File: config.mk
export PLATFORM = sky130hd
export DESIGN_NAME = seq_ram_flat
export DESIGN_NICKNAME = d
export VERILOG_FILES = /design/src/rtl/seq_ram_if.sv /design/src/rtl/seq_ram.sv /design/src/flat_wrapper.sv
export SDC_FILE = /design/constraint.sdc
export NUM_CORES = 1
export LEC_CHECK = 0
export CAP_MARGIN = 10
export CORE_ASPECT_RATIO = 0.9
export CORE_UTILIZATION = 58
export CTS_CLUSTER_SIZE = 14
export DETAILED_ROUTE_END_ITERATION = 6
export GPL_ROUTABILITY_DRIVEN = 1
export GPL_TIMING_DRIVEN = 0
export PLACE_DENSITY = 0.84
export SETUP_SLACK_MARGIN = 0.15
export SLEW_MARGIN = 0
export SYNTH_ARGS = -nofsm -noshare
export SYNTH_HDL_FRONTEND = slang
export SYNTH_SLANG_ARGS = --single-unit
File: constraint.sdc
create_clock -name clk -period 3.1 [get_ports clk]
set_clock_uncertainty 0.1 [all_clocks]
set_input_delay 0.62 -clock clk [delete_from_list [all_inputs] [get_ports clk]]
set_output_delay 0.62 -clock clk [all_outputs]
set_load 0.02 [all_outputs]
File: src/rtl/seq_ram_if.sv
// Strobe/response bundle between the button sequencer (master) and seq_ram (slave).
// The names follow the sequencer's existing signal names.
interface seq_ram_if #(
    parameter int ADDR_W = 2,
    parameter int DATA_W = 8
);
    logic              write;
    logic              read;
    logic [ADDR_W-1:0] WriteAddr;
    logic [ADDR_W-1:0] ReadAddr;
    logic [DATA_W-1:0] WriteData;
    logic [DATA_W-1:0] ReadData;
    logic              rvalid;
    logic              wack;
    logic              ready;
    logic [ADDR_W:0]   used;
    logic              err;

    modport master (
        output write, read, WriteAddr, ReadAddr, WriteData,
        input  ReadData, rvalid, wack, ready, used, err
    );

    modport slave (
        input  write, read, WriteAddr, ReadAddr, WriteData,
        output ReadData, rvalid, wack, ready, used, err
    );
endinterface

File: src/rtl/seq_ram.sv
// Step-pattern store for the button sequencer. After reset it runs a fill sweep, then
// serves one read and one write per cycle, and counts the distinct entries written.
module seq_ram #(
    parameter int                ADDR_W = 2,
    parameter int                DATA_W = 8,
    parameter logic [DATA_W-1:0] FILL   = '0
) (
    input  logic     clk,
    input  logic     reset,  // active-low, asynchronous
    seq_ram_if.slave bus
);
    localparam int DEPTH = 2 ** ADDR_W;

    typedef enum logic {INIT, IDLE} state_e;

    state_e            state_q,   state_d;
    logic [ADDR_W-1:0] ptr_q,     ptr_d;
    logic [DEPTH-1:0]  written_q, written_d;
    logic [ADDR_W:0]   used_q,    used_d;
    logic              err_q,     err_d;
    logic              rvalid_q,  rvalid_d;
    logic              wack_q,    wack_d;
    logic [DATA_W-1:0] rdata_q,   rdata_d;

    logic [DATA_W-1:0] mem [DEPTH];
    logic              mem_we;
    logic [ADDR_W-1:0] mem_waddr;
    logic [DATA_W-1:0] mem_wdata;

    always_comb begin
        // NOTE: every signal gets a default before the case so no path leaves one unassigned (no latches).
        state_d   = state_q;
        ptr_d     = ptr_q;
        written_d = written_q;
        used_d    = used_q;
        err_d     = err_q;
        rdata_d   = rdata_q;
        rvalid_d  = 1'b0;
        wack_d    = 1'b0;
        mem_we    = 1'b0;
        mem_waddr = bus.WriteAddr;
        mem_wdata = bus.WriteData;

        case (state_q)
            INIT: begin
                mem_we    = 1'b1;
                mem_waddr = ptr_q;
                mem_wdata = FILL;
                ptr_d     = ptr_q + ADDR_W'(1);
                written_d = '0;
                used_d    = '0;
                if (ptr_q == ADDR_W'(DEPTH - 1)) begin
                    state_d = IDLE;
                end
                // Strobes are dropped here; only the sticky flag records them.
                if (bus.read || bus.write) begin
                    err_d = 1'b1;
                end
            end

            IDLE: begin
                if (bus.write) begin
                    mem_we = 1'b1;
                    wack_d = 1'b1;
                    if (!written_q[bus.WriteAddr] && used_q != (ADDR_W + 1)'(DEPTH)) begin
                        written_d[bus.WriteAddr] = 1'b1;
                        used_d                   = used_q + (ADDR_W + 1)'(1);
                    end
                end
                if (bus.read) begin
                    rvalid_d = 1'b1;
                    // Write-first: a same-address read sees the data being written this cycle.
                    if (bus.write && bus.WriteAddr == bus.ReadAddr) begin
                        rdata_d = bus.WriteData;
                    end else begin
                        rdata_d = mem[bus.ReadAddr];
                    end
                end
            end

            default: state_d = INIT;
        endcase
    end

    // NOTE: sequential state uses non-blocking assignments so every flop samples pre-edge values.
    always_ff @(posedge clk or negedge reset) begin
        if (!reset) begin
            state_q   <= INIT;
            ptr_q     <= '0;
            written_q <= '0;
            used_q    <= '0;
            err_q     <= 1'b0;
            rvalid_q  <= 1'b0;
            wack_q    <= 1'b0;
            rdata_q   <= '0;
        end else begin
            state_q   <= state_d;
            ptr_q     <= ptr_d;
            written_q <= written_d;
            used_q    <= used_d;
            err_q     <= err_d;
            rvalid_q  <= rvalid_d;
            wack_q    <= wack_d;
            rdata_q   <= rdata_d;
        end
    end

    // NOTE: the array has no reset so it maps onto plain storage; the fill sweep initialises it.
    always_ff @(posedge clk) begin
        if (mem_we) begin
            mem[mem_waddr] <= mem_wdata;
        end
    end

    assign bus.ReadData = rdata_q;
    assign bus.rvalid   = rvalid_q;
    assign bus.wack     = wack_q;
    assign bus.ready    = (state_q == IDLE);
    assign bus.used     = used_q;
    assign bus.err      = err_q;
endmodule

File: src/flat_wrapper.sv
// flat-port wrapper written by rule: the top's interface ports become plain ports
module seq_ram_flat 
#(
    parameter int                ADDR_W = 2,
    parameter int                DATA_W = 8,
    parameter logic [DATA_W-1:0] FILL   = '0
)
  (clk, reset, bus_write, bus_read, bus_WriteAddr, bus_ReadAddr, bus_WriteData, bus_ReadData, bus_rvalid, bus_wack, bus_ready, bus_used, bus_err);
  seq_ram_if #(.ADDR_W(ADDR_W), .DATA_W(DATA_W)) bus_i ();
  input  logic clk;
  input  logic reset;
  input wire logic [$bits(bus_i.write)-1:0] bus_write;
  input wire logic [$bits(bus_i.read)-1:0] bus_read;
  input wire logic [$bits(bus_i.WriteAddr)-1:0] bus_WriteAddr;
  input wire logic [$bits(bus_i.ReadAddr)-1:0] bus_ReadAddr;
  input wire logic [$bits(bus_i.WriteData)-1:0] bus_WriteData;
  output wire logic [$bits(bus_i.ReadData)-1:0] bus_ReadData;
  output wire logic [$bits(bus_i.rvalid)-1:0] bus_rvalid;
  output wire logic [$bits(bus_i.wack)-1:0] bus_wack;
  output wire logic [$bits(bus_i.ready)-1:0] bus_ready;
  output wire logic [$bits(bus_i.used)-1:0] bus_used;
  output wire logic [$bits(bus_i.err)-1:0] bus_err;
  assign bus_i.write = bus_write;
  assign bus_i.read = bus_read;
  assign bus_i.WriteAddr = bus_WriteAddr;
  assign bus_i.ReadAddr = bus_ReadAddr;
  assign bus_i.WriteData = bus_WriteData;
  assign bus_ReadData = bus_i.ReadData;
  assign bus_rvalid = bus_i.rvalid;
  assign bus_wack = bus_i.wack;
  assign bus_ready = bus_i.ready;
  assign bus_used = bus_i.used;
  assign bus_err = bus_i.err;
  seq_ram #(.ADDR_W(ADDR_W), .DATA_W(DATA_W), .FILL(FILL)) u_core (.clk(clk), .reset(reset), .bus(bus_i));
endmodule
# Yosys cells after proc, flatten, opt, wreduce, memory -nomap -nowiden
# Memories as Yosys holds them, arrays and structs flattened. A register that Yosys moved wholly into a read port is not among the register bits.
# Cells that the tools add are included.
[totals] wordCells=47 inputBits=16 mem_count=1 latchBits=0 mem_bits_rw=32 mem_bits_ro=0 reg_bits=13
[op_classes] n_div=0 shifts=0 bitwise_logic=2 reduce_logical=8 n_eq_ne=4 mul=0 n_lt_le_gt_ge=2 add_sub_neg=2 n_mux=21
[mem_list] name="u_core.mem" words=4 width=8 read_ports=1 rd_ports_with_merged_regs=1 write_ports=1 line_no="seq_ram.sv:25" text="logic [DATA_W-1:0] mem [DEPTH];"
[op_table] operator="$mux W1" count=10
[op_table] operator="$mux W4" count=2
[op_table] operator="$mux W8" count=1
[op_table] operator="$pmux W4 S2" count=1
[op_table] operator="$mux W3" count=2
[op_table] operator="$pmux W3 S2" count=1
[op_table] operator="$reduce_and A2 Y1" count=3
[op_table] operator="$ne A2 B2 Y1 const B" count=2
[op_table] operator="$or A4 B4 Y4" count=1
[op_table] operator="$add A3 B1 Y3 const B" count=1
[op_table] operator="$lt A2 B3 Y1 const B" count=1
[op_table] operator="$ne A3 B3 Y1 const B" count=1
[op_table] operator="$add A2 B1 Y2 const B" count=1
[op_table] operator="$bmux W1 S2" count=1
[op_table] operator="$demux W1 S2" count=1
[op_table] operator="$eq A2 B2 Y1 const B" count=1
[op_table] operator="$ge A2 B1 Y1 const B" count=1
[op_table] operator="$logic_and A1 B1 Y1" count=2
[op_table] operator="$logic_not A1 Y1" count=2
[op_table] operator="$mux W2" count=1
[op_table] operator="$pmux W1 S2" count=1
[op_table] operator="$logic_or A1 B1 Y1" count=1
[op_table] operator="$not A1 Y1" count=1

# Longest topological paths before layout
# Gate-level depths: netlist of run 1.
[logic_depth] ltp_word=8 depth_mapped=6 ltp_nobuf=5

# Worst setup path before layout of run 1
# No wires, ideal clock.
[synth_path] path_type="register to register" start="register u_core.state_q (netlist: u_core.bus.ready)" end="memory u_core.mem[3][0] (enable)" path_buffers=2 setup_ns=0.376 setup_slack_ns=1.091 path_stages_with_launch=6 arrival_time_ns=1.532 path_cell_list="dfrtp_1 buf_2 buf_1 inv_1 nand2_1 o22ai_1"
[synth_between] elab_chain_cells=4
[synth_lines] item="start, declared" line_no="seq_ram.sv:16" text="state_e state_q, state_d;"
[synth_lines] item="start signal, assigned" line_no="seq_ram.sv:97" text="state_q <= state_d;"
[synth_lines] item="$not A1 Y1 (no source line)"
[synth_lines] item="$pmux W1 S2" line_no="seq_ram.sv:44" text="case (state_q)"
[synth_lines] item="$mux W1" line_no="seq_ram.sv:110" text="if (mem_we) begin"
[synth_lines] item="$mux W1 (implied by the code)" line_no="seq_ram.sv:111" text="mem[mem_waddr] <= mem_wdata;"
[synth_lines] item="end, declared" line_no="seq_ram.sv:25"
# Several ways; a longest one is shown, not always the timed one.

# Worst setup path after layout of run 1
[layout_path] start="input bus_WriteAddr[0]" end="memory u_core.mem[1][3] (enable)"
[layout_between] elab_chain_cells=1
[layout_lines] item="start, declared" line_no="flat_wrapper.sv:14" text="input wire logic [$bits(bus_i.WriteAddr)-1:0] bus_WriteAddr;"
[layout_lines] item="$mux W2" line_no="seq_ram.sv:44"
# No other way between the ends.

==> results.tsv, run 1 <==
metric	value	unit
clk_root_buffer_cell	clkbuf_8	
data_required_critical_path	2.93	ns
cp.arrival	2.36	ns
avgSynthCellArea	14.0	um^2
avgRoutedWirePerCell	19.9	um
synth_enable_flop_cells	32	
rsz0062_at_grt	false	
chipHeight	61.6	um
slowest_stage	o22ai_1	
flow.area_growth_from_synthesis	20.2	%
worstSetupEndpointType	flop	
maximum_fanout_encountered_on_the_critical_timing_path	8	
clock_tree_from_tritoncts	built	
synth.lib_cells_used.distinct	35	
final_cell_count_no_fill	244	
buffer_ports.inserted	27	
cts-root-to-sink-buffers	2	
mappedNetlistArea	2290	um^2
relSlewSlack	34.8	%
num_rows	21	
antenna_left	0	
cts_htree_levels	2	
fill_cells	248	
synth_seq_area_share	65.0	%
cts.repair.resized	0	
antenna_violations_before_repair	0	
dp_cells	236	
multi_input_gate_area_in_the_final_layout	738	um^2
crit_path_max_incr_delay	0.75	ns
dominant_cell_type_by_area_after_synthesis	edfxtp_1	
synth_top_cell_area_share	42.0	%
detailedPlacementHpwl	3.41	mm
outcome	completed	
placeableCoreArea	3760	um^2
worst_setup_path_start_kind	input port	
floorplan.initialDensity	60.9	%
setup-violations-final	0	
ff_latch_area	1490	um^2
die_width	68.2	um
final_layout_size_suffix_gt1_share	13.6	%
placed_cell_area	2620	um^2
nets	216	
r2r_setup_slack	0.62	ns
worstMarginPinSlew	0.977	ns
io_pins	31	
timing.hold.ws	0.407	ns
count_of_tritonroute_iterations_in_the_first_routing_pass	4	
leakage_power_figure	1.00	nW
synth-seq-cells	53	
max-cap-violations	0	
ys_async_sr_fraction	39.6	%
post_synth_inst_count	163	
gr-usage-all-layers	26.4	%
cts_buffer_count	5	
antenna-diode-count	0	
fin_setup_tns	0	ns
max_freq	396	MHz
cts_setup_buffers	0	
wire_length_of_the_first_global_routing_pass	7.40	mm
synth_area_leaders	edfxtp_1, dfrtp_1, mux4_2, a31oi_1, and2_1	
clkLatencyLatePin	0.31	ns
cts_hold_buf	0	
cp_cell_sequence	clkdlybuf4s50_1 > or2b_2 > o22ai_1	
worstHoldPathType	flop to flop	
yosys-top-cells-count	edfxtp_1, dfrtp_1, nor2_1	
tritoncts_num_sinks	53	
cts.reportedPaths.clkPinSlew	0.09	ns
vias_per_cell	6.20	
grt-ovfl-total	0	
cellPowerDensity	603	nW/um^2
drt_drc_violations_left	0	
grt_max_degree	22	
pre_cts_ws	0.226	ns
postRouteWirelength	4.86	mm
gpl.final_weighted_congestion	0.802	
route.vias.total	1514	
detail_route.iter0.violations	145	
setup_slack	0.576	ns
yosysWarnings	0	
timing.final.crit_share	81.4	%
timing_hold_violations_final	0	
grt_pass1_vias	1508	
design.die.area	4200	um^2
post-route-cell-area	2750	um^2
final_max_slew_viol_count	0	
crit_type	input port to flop	
synthesis.nets	182	
post-synth-top-count-cell	edfxtp_1	
worst_ir_drop_vdd	0.546	mV
synth_top_flop_cell	edfxtp_1	
finalCriticalPeriod	2.52	ns
routing by layer:
layer  track usage, %  vias up  part of all wire [%]
met2             48.6       62                    54
met3             5.74        8                   6.4
met1             30.0      764                    38
li1                 -      680                     -
met4             10.1        0                   1.1
met5                0        -                     0
cell type report:
class / instances / area share [%]
Tap cell: 46 / 2.09
Sequential cell: 53 / 54.0
Multi-Input combinational cell: 96 / 26.8
Buffer: 7 / 1.36
Clock inverter: 3 / 2.37
Timing Repair Buffer: 27 / 9.83
Clock buffer: 5 / 2.50
Inverter: 7 / 0.955
cell usage in the layout (no fill, tap or decap), drive strengths merged, types with 5 or more instances in the layout:
cell / count
a21oi: 5
edfxtp: 32
o21ai: 10
and2: 9
nor2: 15
buf: 5
a31oi: 9
nand3: 8
clkdlybuf4s50: 27
clkbuf: 7
inv: 7
mux4: 8
dfrtp: 21
cell families after synthesis:
family / share of synthesized area, %
AO/OA/AOI/OAI: 10.1
XOR/XNOR: 1.91
adder cells (fa/ha/maj): 1.64
buffers and inverters: 2.79
flip-flops: 65.0
multiplexers: 9.29
AND/OR/NAND/NOR: 9.35
where the power goes:
group	internal [mW]	leakage, nW	switching, mW
Sequential	0.795	0.525	0.0336
Combinational	0.132	0.407	0.158
Clock	0.321	0.0681	0.218
Total	1.25	1.00	0.410
flip-flops by register name (all words and copies together), names as in the netlist:
register	cells
u_core.bus.ReadData	8
u_core.written_q	4
u_core.bus.used	3
u_core.mem	32
u_core.bus.err	1
u_core.ptr_q	2
u_core.bus.rvalid	1
u_core.bus.ready	1
u_core.bus.wack	1
critical path: cells and delay by family:
kind	cells	cell delay, ns
buf+inv	1	0.62
simple gates	1	0.36
compound gates	1	0.75
through the flow:
step / util [%] / power, mW
finish: 73.2 / 1.66
CTS: 73.2 / 1.66
detailed placement: 69.6 / 1.13
global placement: 69.6 / 1.11
floorplan: - / 0.998
global route: 73.2 / 1.72
path summary, 6_finish.rpt:
kind | cells past startpoint | endpoint | startpoint
max | 3 | u_core.mem[1][3] | bus_WriteAddr[0]
min | 1 | u_core.bus.err | u_core.bus.err
max reg2reg | 5 | u_core.mem[3][3] | u_core.bus.ready
min reg2reg | 1 | u_core.bus.err | u_core.bus.err
max in group asynchronous | 1 | u_core.bus.ReadData[7] | reset
min in group asynchronous | 1 | u_core.written_q[1] | reset
Power figures use the tool's default switching activity.
==> inputs of run 2 (changes only) <==
--- a/config.mk
+++ b/config.mk
@@ -7,12 +7,12 @@
 export LEC_CHECK = 0
 export CAP_MARGIN = 10
 export CORE_ASPECT_RATIO = 0.9
-export CORE_UTILIZATION = 58
+export CORE_UTILIZATION = 49
 export CTS_CLUSTER_SIZE = 14
 export DETAILED_ROUTE_END_ITERATION = 6
 export GPL_ROUTABILITY_DRIVEN = 1
 export GPL_TIMING_DRIVEN = 0
-export PLACE_DENSITY = 0.84
+export PLACE_DENSITY = 0.75
 export SETUP_SLACK_MARGIN = 0.15
 export SLEW_MARGIN = 0
 export SYNTH_ARGS = -nofsm -noshare
==> constraint.sdc (replaced) <==
create_clock -name clk -period 2.1 [get_ports clk]
set_clock_uncertainty 0.1 [all_clocks]
set_input_delay 0.42 -clock clk [delete_from_list [all_inputs] [get_ports clk]]
set_output_delay 0.42 -clock clk [all_outputs]
set_load 0.02 [all_outputs]
==> run 2 against run 1 <==
  * Sequential share of layout area is 2.8 points lower
  * Register-to-register slack worse by 0.51 ns
  * Sequential cell count stayed put
  * Non-clock buffer count is 8 higher
  * Clock power is 29% higher
  * Highest routed layer unchanged
==> results.tsv, run 2 (synthesis results as in run 1) <==
metric	value	unit
cp_cell_sequence	inv_1 > ha_1 > a221o_1 > or4_1 > a21oi_2	
wire_length_of_the_first_global_routing_pass	8.09	mm
buffer_ports.inserted	27	
worstHoldStart	bus_WriteAddr[1]	
max_freq	503	MHz
num_rows	23	
crit_path_max_incr_delay	0.53	ns
worstPathBufferInverterCount	1	
floorplan.initialDensity	51.3	%
fill_cells	321	
top_register	u_core.mem	
reg2reg_launch_point	u_core.bus.used[0]	
maximum_fanout_encountered_on_the_critical_timing_path	6	
mostFrequentLayoutCell	edfxtp_1	
detailedPlacementHpwl	3.21	mm
antenna_violations_before_repair	0	
clock_tree_from_tritoncts	built	
timing_hold_violations_final	0	
grt_max_degree	22	
timing.hold.worst_path_depth	3	
avgRoutedWirePerCell	19.0	um
worst_ir_drop_vdd	0.569	mV
antenna_left	0	
die_width	74.0	um
rsz0062_at_grt	true	
max-cap-violations	0	
number_of_flip_flops_under_the_largest_register_name	32	
ff_latch_area	1490	um^2
slowest_stage	or4_1	
nets	224	
most-common-layout-cells	edfxtp_1, clkdlybuf4s50_1, dfrtp_1	
final_layout_size_suffix_gt1_share	22.3	%
worst_setup_path_start_kind	flop	
antenna-diode-count	0	
placed_cell_area	2640	um^2
worstSetupEndpointType	flop	
gr-usage-all-layers	23.4	%
cts_buffer_count	5	
io_pins	31	
detail_route.iter0.violations	90	
route.vias.total	1543	
clkLatencyLatePin	0.31	ns
worstHoldPathType	input port to flop	
placeableCoreArea	4460	um^2
flow.area_growth_from_synthesis	26.8	%
postRouteWirelength	5.10	mm
vias_per_cell	5.76	
cts-root-to-sink-buffers	2	
setup-violations-final	0	
outcome	completed	
worstMarginPinSlew	0.971	ns
cp.arrival	2.13	ns
cts_htree_levels	2	
data_required_critical_path	2.24	ns
leakage_power_figure	1.05	nW
gpl.final_weighted_congestion	0.764	
worstRegToRegCells	5	
post-layout-total-power	2.42	mW
post-route-cell-area	2900	um^2
final_max_slew_viol_count	0	
tritoncts_num_sinks	53	
critPathTopFamily	compound AO/OA/AOI/OAI gates	
grt-ovfl-total	0	
clk_root_buffer_cell	clkbuf_8	
multi_input_gate_area_in_the_final_layout	826	um^2
grt_pass1_vias	1629	
drt_drc_violations_left	0	
finalCriticalPeriod	1.99	ns
min_delay_worst_endpoint	u_core.written_q[3]	
timing.final.crit_share	94.6	%
count_of_tritonroute_iterations_in_the_first_routing_pass	4	
relSlewSlack	35.1	%
rr_endpoint	u_core.bus.used[2]	
cts.reportedPaths.clkPinSlew	0.09	ns
chipHeight	66.8	um
cellPowerDensity	832	nW/um^2
crit_type	flop to flop	
design.die.area	4950	um^2
r2r_setup_slack	0.11	ns
run 2: cell count changes in the layout (fill, tap and decap cells not counted), moves of 2 or more:
cell             before  now
clkdlybuf4s50_1      27   25
o22ai_1               3    0
buf_4                 0    8
o22ai_4               0    3
run 2: tightest hold or removal path: stages:
cell,delay [ns]
buf_6,0.10
a31oi_1,0.09
nor2_1,0.08
run 2: timing repair:
item                                    in CTS  in global routing
resized for setup                           11                 10
endpoints found under the setup margin      33                 31
buffers inserted                             6                  2
pin swaps                                    2                  1
hold buffers                                 0                  0
run 2: stage by stage:
step                utilization, %  worst slack, ns  hold WS (ns)  TNS, ns  instances
floorplan                        -           0.0913        0.0244        0        163
global placement              59.1           -0.577         0.363   -10.11        252
detailed placement            59.1           -0.565         0.373   -11.10        252
CTS                           63.8            0.172         0.308        0        266
global route                  65.0           0.0871         0.322        0        268
finish                        65.0            0.113         0.313        0        268
run 2: cell type report:
type | instances | area share [%]
inverters | 7 | 0.992
repair buffers | 35 | 11.4
clock inverters | 2 | 1.34
flip-flops and latches | 53 | 51.2
well taps | 62 | 2.67
plain buffers | 7 | 1.38
clock buffers | 6 | 2.50
multi-input cells | 96 | 28.5
run 2: worst max path at each step:
stage	slack, ns	startpoint	endpoint	cells after the start
final	0.11	u_core.bus.used[0]	u_core.bus.used[2]	5
after global routing	0.09	u_core.bus.used[0]	u_core.bus.used[2]	5
after CTS	0.17	u_core.bus.used[0]	u_core.bus.used[2]	5
after detailed placement	-0.56	bus_WriteAddr[0]	u_core.mem[1][7]	3
after global placement	-0.58	bus_WriteAddr[0]	u_core.mem[1][7]	3
after floorplan	0.09	u_core.bus.ready	u_core.mem[3][0]	5
run 2: power by group:
group / switching (mW) / leakage (nW) / internal [mW] / total, mW
Clock: 0.340 / 0.0554 / 0.358 / 0.698
Combinational: 0.259 / 0.473 / 0.233 / 0.492
Sequential: 0.0519 / 0.525 / 1.17 / 1.23
Total: 0.651 / 1.05 / 1.76 / 2.42
run 2: metal layers:
layer	GRT usage [%]	routed length, um
met4	9.38	97
met1	29.4	2150
met5	0	0
met2	38.1	2580
met3	6.66	276
